## src/rtl/uart_rx_ctrl_pkg.sv

```systemverilog
// Shared definitions for the UART receive path: FSM state encoding and
// frame-format defaults that the transmit side also picks up.
package uart_rx_ctrl_pkg;

  typedef enum logic [1:0] {
    IDLE  = 2'b00,
    START = 2'b01,
    DATA  = 2'b10,
    STOP  = 2'b11
  } rx_state_t;

  localparam int DEF_DBIT    = 8;
  localparam int DEF_SB_TICK = 16;
  localparam int DEF_OVS     = 16;

  function automatic int max2(input int a, input int b);
    return (a > b) ? a : b;
  endfunction

endpackage

```

## src/rtl/uart_rx_ctrl_sync.sv

```systemverilog
// Single-bit two-flop synchronizer with a selectable synchronous reset value.
module sync_2ff #(
  parameter logic RESET_VAL = 1'b1
) (
  input  logic clk,
  input  logic reset,
  input  logic d,
  output logic q
);

  logic meta;

  always_ff @(posedge clk) begin
    if (reset) begin
      meta <= RESET_VAL;
      q    <= RESET_VAL;
    end else begin
      meta <= d;
      q    <= meta;
    end
  end

endmodule

```

## src/rtl/uart_rx_ctrl.sv

```systemverilog
// UART receive controller: samples start/data/stop bits at the middle of each
// bit using a 16x oversampling strobe and delivers one parallel word per frame.
module uart_rx_ctrl
  import uart_rx_ctrl_pkg::*;
#(
  parameter int DBIT    = DEF_DBIT,
  parameter int SB_TICK = DEF_SB_TICK,
  parameter int OVS     = DEF_OVS
) (
  input  logic            clk,
  input  logic            reset,
  input  logic            rx,
  input  logic            s_tick,
  output logic [DBIT-1:0] dout,
  output logic            rx_done_tick,
  output logic            frame_err,
  output logic            busy
);

  localparam int SW = $clog2(max2(OVS, SB_TICK));
  localparam int NW = $clog2(DBIT);

  localparam logic [SW-1:0] S_MID  = SW'(OVS / 2 - 1);
  localparam logic [SW-1:0] S_BIT  = SW'(OVS - 1);
  localparam logic [SW-1:0] S_STOP = SW'(SB_TICK - 1);
  localparam logic [NW-1:0] N_LAST = NW'(DBIT - 1);

  rx_state_t       state_q, state_d;
  logic [SW-1:0]   s_q, s_d;
  logic [NW-1:0]   n_q, n_d;
  logic [DBIT-1:0] b_q, b_d;
  logic [DBIT-1:0] dout_d;
  logic            ferr_d;
  logic            done_d;
  logic            rx_s;

  sync_2ff #(.RESET_VAL(1'b1)) u_sync (
    .clk   (clk),
    .reset (reset),
    .d     (rx),
    .q     (rx_s)
  );

  always_ff @(posedge clk) begin
    if (reset) begin
      state_q      <= IDLE;
      s_q          <= '0;
      n_q          <= '0;
      b_q          <= '0;
      dout         <= '0;
      frame_err    <= 1'b0;
      rx_done_tick <= 1'b0;
      busy         <= 1'b0;
    end else begin
      state_q      <= state_d;
      s_q          <= s_d;
      n_q          <= n_d;
      b_q          <= b_d;
      dout         <= dout_d;
      frame_err    <= ferr_d;
      rx_done_tick <= done_d;
      busy         <= (state_d != IDLE);
    end
  end

  // Start is re-checked at mid-bit so a short low glitch is dropped silently.
  always_comb begin
    state_d = state_q;
    s_d     = s_q;
    n_d     = n_q;
    b_d     = b_q;
    dout_d  = dout;
    ferr_d  = frame_err;
    done_d  = 1'b0;
    unique case (state_q)
      IDLE: begin
        if (!rx_s) begin
          state_d = START;
          s_d     = '0;
        end
      end
      START: begin
        if (s_tick) begin
          if (s_q == S_MID) begin
            if (!rx_s) begin
              state_d = DATA;
              s_d     = '0;
              n_d     = '0;
            end else begin
              state_d = IDLE;
            end
          end else begin
            s_d = s_q + 1'b1;
          end
        end
      end
      DATA: begin
        if (s_tick) begin
          if (s_q == S_BIT) begin
            s_d = '0;
            b_d = {rx_s, b_q[DBIT-1:1]};
            if (n_q == N_LAST) begin
              state_d = STOP;
            end else begin
              n_d = n_q + 1'b1;
            end
          end else begin
            s_d = s_q + 1'b1;
          end
        end
      end
      STOP: begin
        if (s_tick) begin
          if (s_q == S_STOP) begin
            state_d = IDLE;
            dout_d  = b_q;
            ferr_d  = ~rx_s;
            done_d  = 1'b1;
          end else begin
            s_d = s_q + 1'b1;
          end
        end
      end
      default: state_d = IDLE;
    endcase
  end

endmodule

```

## config.mk

```make
export PLATFORM = sky130hd
export DESIGN_NAME = uart_rx_ctrl
export DESIGN_NICKNAME = d
export VERILOG_FILES = /design/src/rtl/uart_rx_ctrl_pkg.sv /design/src/rtl/uart_rx_ctrl_sync.sv /design/src/rtl/uart_rx_ctrl.sv
export SDC_FILE = /design/constraint.sdc
export NUM_CORES = 1
export LEC_CHECK = 0
export CAP_MARGIN = 5
export CORE_MARGIN = 2
export CORE_UTILIZATION = 49
export DETAILED_ROUTE_END_ITERATION = 10
export PLACE_DENSITY = 0.74
export SYNTH_ARGS = -nofsm -noshare
export SYNTH_HDL_FRONTEND = slang
export SYNTH_HIERARCHICAL = 1
export SYNTH_SLANG_ARGS = --single-unit
export TNS_END_PERCENT = 20
```

## constraint.sdc

```tcl
create_clock -name clk -period 1.53 [get_ports clk]
set_input_delay 0.2295 -clock clk [delete_from_list [all_inputs] [get_ports clk]]
set_output_delay 0.2295 -clock clk [all_outputs]
set_load 0.03 [all_outputs]
```

* Word-level counts from Yosys, hierarchy flattened *
Cells that the tools add are included.

storage, ports and cells
  register bits = 30
  bits in latches = 0
  memory bits (writable) = 0
  memory bits (read-only) = 0
  input bits = 4
  memories kept = 0

cells by class
  $add $sub $neg = 2
  multipliers = 0
  divide/modulo/power cells = 0
  order comparisons = 0
  equal/unequal tests = 14
  shift-type cells = 0
  muxes and demuxes = 26
  bitwise operators = 3
  reductions and logical operators = 8

operator list
  operator               count
  $mux W4                7
  $mux W2                9
  $mux W3                6
  $ne A2 B2 Y1 const B   8
  $pmux W4 S4            1
  $pmux W2 S4            1
  $reduce_and A7 Y1      1
  $pmux W3 S2            1
  $reduce_and A3 Y1      2
  $add A4 B1 Y4 const B  1
  $eq A2 B2 Y1 const B   2
  $eq A4 B3 Y1 const B   1
  $eq A4 B4 Y1 const B   1
  $reduce_and A4 Y1      1
  $reduce_bool A2 Y1     2
  $add A3 B1 Y3 const B  1
  $eq A3 B3 Y1 const B   1
  $not A1 Y1             3
  $reduce_or A3 Y1       1
  $eq A2 B1 Y1 const B   1
  $logic_not A2 Y1       1
  $mux W1                1

* Longest topological paths before layout *
  depth after elaboration = 6
  depth in mapped cells = 7
  mapped depth without buffers = 6

* Modules after synthesis *
Netlist, hierarchy kept.

by module, submodules not included
  module        times used  cells each  area an instance (µm²)  seq. area each (µm²)
  uart_rx_ctrl  1           145         1267.5                  560.5
  sync_2ff      1           4           52.6                    40.0

* Worst setup path after synthesis *
No wires, ideal clock.

  path type = register to register
  start = reg n_q[0]
  end = reg n_q[0]
  data arrival time = 1.600 ns
  data required time = 1.460 ns
  setup slack = -0.141 ns
  cell stages (with the launch flop) = 7
  cell sequence = dfxtp_1 -> ha_1 -> ha_1 -> and4bb_1 -> o21ai_2 -> or4b_1 -> a21oi_1

on the way
  longest elaborated chain between the ends = 5
  elaborated cells between the ends (all ways) = 8

ends and longest elaborated chain
  what                    RTL line             text
  from (decl)             uart_rx_ctrl.sv:30   logic [NW-1:0] n_q, n_d;
  from (signal assigned)  uart_rx_ctrl.sv:57   n_q <= n_d;
  $add A3 B1 Y3           uart_rx_ctrl.sv:105  n_d = n_q + 1'b1;
  $mux W3                 uart_rx_ctrl.sv:102  if (n_q == N_LAST) begin
  $mux W3                 uart_rx_ctrl.sv:99   if (s_q == S_BIT) begin
  $mux W3                 uart_rx_ctrl.sv:98   if (s_tick) begin
  $pmux W3 S2             uart_rx_ctrl.sv:75   unique case (state_q)

Parallel ways exist; a longest one is shown, timed or not. The select of a mux whose other input is x is not followed.
A chain may end at the register's enable or synchronous reset.

* Worst setup path after layout *
Ends and elaborated chain as after synthesis.

==> run_results.csv <==
group,metric,value,unit
placed_design,gp_congestion,0.819,
worst_setup_path,crit_type,"reg2reg",
final_layout,register_area,609,um^2
timing,drv_slew,0,
yosys,netlist_top_cells_count,"30 x dfxtp_1, 20 x nor2_1, 19 x nand2_1, 10 x a21oi_1, 10 x mux2i_1",
global_route,grt_antenna_before_repair,0,
final_layout,fillers,208,
routing,drtIter0Drc,28,
worst_setup_path,r2r_slack,-0.12,ns
final_layout,diodes,0,
routing,remaining_drc_errors,0,
floorplan,coreArea,0.00252,mm^2
worst_setup_path,end_kind,"flop",
hold_path,hp-class,"reg2reg",
yosys,async_reset_ff_frac,0,
timing,fmax,605,MHz
timing,slew_headroom,0.752,
placed_design,post-place-ws,-0.169,ns
yosys,synth_area,0.00132,mm^2
worst_setup_path,crit_path_start,"n_q[0]",
yosys,synth_top_family_by_area,"simple AND/OR/NAND/NOR gates",
clock_network,cts_sinks,30,
routing,wl_per_cell,13.5,um
yosys,synth-edff-count,0,
floorplan,start_util,0.523,
hold_path,holdCritStartpoint,"u_sync/meta",
worst_setup_path,critPathArrivalTime,1.93,ns
floorplan,fp-row-count,18,
yosys,yosys.area.top_type,"dfxtp_1",
placed_design,io_buffers,14,
outcome,outcome,"finished with violations",
floorplan,io_pins,15,
floorplan,die_w,55.9,um
global_route,grt_use_total,0.204,
timing,worstMarginPinSlew,0.371,ns
final_layout,drive_above_1_share,0.268,
yosys,synth-simple-area-share,0.233,
routing,viasPerCell,5.37,
placed_design,hpwlAfterDp,2080,um
final_layout,fin_util,0.688,
clock_network,clk_pin_slew,0.10,ns
power,peakVddDrop,0.000800,V
routing,ant_nets,0,
final_layout,nets,189,
yosys,synthDistinctLibCells,35,
yosys,synthCells,149,
clock_network,cts_root_buffer,"clkbuf_4",
placed_design,dp.cells,203,
power,powerDensity,795,mW/mm^2
worst_setup_path,critPathMaxFanout,2,
job,maxCapViolCount,0,
clock_network,clockBufferDepth,2,
yosys,syn_avg_cell_area,8.86,um^2
timing,final.setup.worst_slack,-0.122,ns
final_layout,final_cells,213,
timing,fin_worst_hold_slack,0.414,ns
global_route,grt_max_degree,20,
timing,min_period,1.65,ns
clock_network,cts_tree,"done",
yosys,synth_compound_area_frac,0.156,
routing,firstDrtPassIters,4,
yosys,synth_fa_ha_area_frac,0.0284,
global_route,grt_pass1_wl,4920,um
yosys,yosysMostFrequentCell,"dfxtp_1",
yosys,synth_mux_area_frac,0.0758,
timing,setup_violations,1,
yosys,synth_warnings,6,
routing,wirelength,2870,um
worst_setup_path,reg2reg_from,"n_q[0]",
timing,finalCritPeriodShare,1.08,
floorplan,dieHeight,55.9,um
clock_network,hold_buffers,0,
timing,fin_skew,0.00989,ns
floorplan,fp.dieArea,0.00312,mm^2
yosys,synth_nets,156,
yosys,ys_seq_elements,30,
power,p_leak,0.698,nW
routing,vias,1143,
yosys,synth-xor-area-share,0,
final_layout,multiInputGateArea,716,um^2
yosys,synth_area_leaders,"dfxtp_1 45%, mux2i_1 7.6%, nor2_1 5.7%",
final_layout,synthToLayoutAreaGrowth,31.6,%
clock_network,clock_latency,0.34,ns
yosys,synth.top_cell.area_share,0.455,
clock_network,cts-htree-levels,2,
global_route,grt_overflow,0,
worst_setup_path,worstPathRequired,1.80,ns
global_route,first_global_vias,1112,
yosys,synth-seq-area-share,0.455,
timing,finalHoldViolations,0,
yosys,synth_ff_type,"dfxtp_1",
worst_setup_path,crit_path_start_kind,"flop",
outcome,violations,"setup timing",
clock_network,cts_buffers,5,
timing,rsz0062_at_grt,"true",
==> power breakdown <==
group	internal [mW]	total [mW]	switching [mW]
clock	0.220	0.502	0.281
combinational	0.0428	0.0847	0.0418
sequential	0.787	0.794	0.00685
==> cells by family (layout without fill, tap and decap cells) <==
family,count (synthesis),count (layout)
AND/OR/NAND/NOR,61,61
buffers and inverters,14,48
AO/OA/AOI/OAI,31,31
multiplexers,10,10
adder cells (fa/ha/maj),3,3
flip-flops,30,30
==> cell type report <==
cell class              instances  area share
multi-input cells             105       0.412
flip-flops and latches         30       0.351
repair buffers                 37       0.172
clock buffers                   6      0.0295
well taps                      30      0.0216
clock inverters                 2     0.00720
inverters                       3     0.00648
==> state kept, by name, indices dropped and copies added, names as in the netlist <==
name	cells
u_sync/q	1
u_sync/meta	1
b_q	8
n_q	3
rx_done_tick	1
s_q	4
frame_err	1
state_q	2
busy	1
dout	8
==> worst max-delay path, stage by stage (launching register included) <==
cell and delay, ns:
dfxtp_2 0.35, ha_4 0.16, ha_4 0.15, and4bb_1 0.26, o21ai_2 0.07, or4b_1 0.48
a21oi_2 0.13
==> stage by stage <==
step	total power, mW	TNS (ns)	cell area, um^2
CTS	1.39	-0.131	1700
finish	1.38	-0.122	1740
global placement	0.887	-1.57	1600
detailed placement	0.889	-2.25	1600
floorplan	0.850	-0.102	1320
global route	1.44	-0.179	1740
==> path summary, 6_finish.rpt <==
path | cells after the start | end
setup / recovery | 6 | n_q[0]
hold reg to reg | 1 | u_sync/q
setup reg to reg | 6 | n_q[0]
hold / removal | 1 | u_sync/q
==> per-layer routing <==
metal  up-vias  track usage  wire [um]  share of wire
met3         6       0.0721        123          0.043
met4         0       0.0850         48          0.017
li1        588            -          -              -
met5         -            0          0              0
met1       527        0.242       1300           0.45
met2        22        0.335       1390           0.49
==> cell usage in the layout (no fill, tap or decap), types with 2 or more instances in the layout <==
master	count
o21ai_0	3
nand2b_1	2
ha_4	3
clkbuf_4	5
a21o_1	2
nor2_1	19
mux2i_1	10
nand3_1	4
buf_4	23
dfxtp_1	23
or2_1	2
nand3b_1	2
a211oi_1	2
a31oi_1	3
clkdlybuf4s50_1	3
or2_2	2
and3_1	4
nand2_1	19
a21oi_1	9
dfxtp_2	7
inv_1	3
dlygate4sd2_1	11
o211ai_1	2
==> what timing repair did <==
action,in CTS,in global routing
gates resized for setup,20,8
setup endpoints to repair,20,21
buffers inserted,1,1
pin swaps,1,2
gates cloned,0,0
No activity file was read; power rests on OpenSTA's default activity.
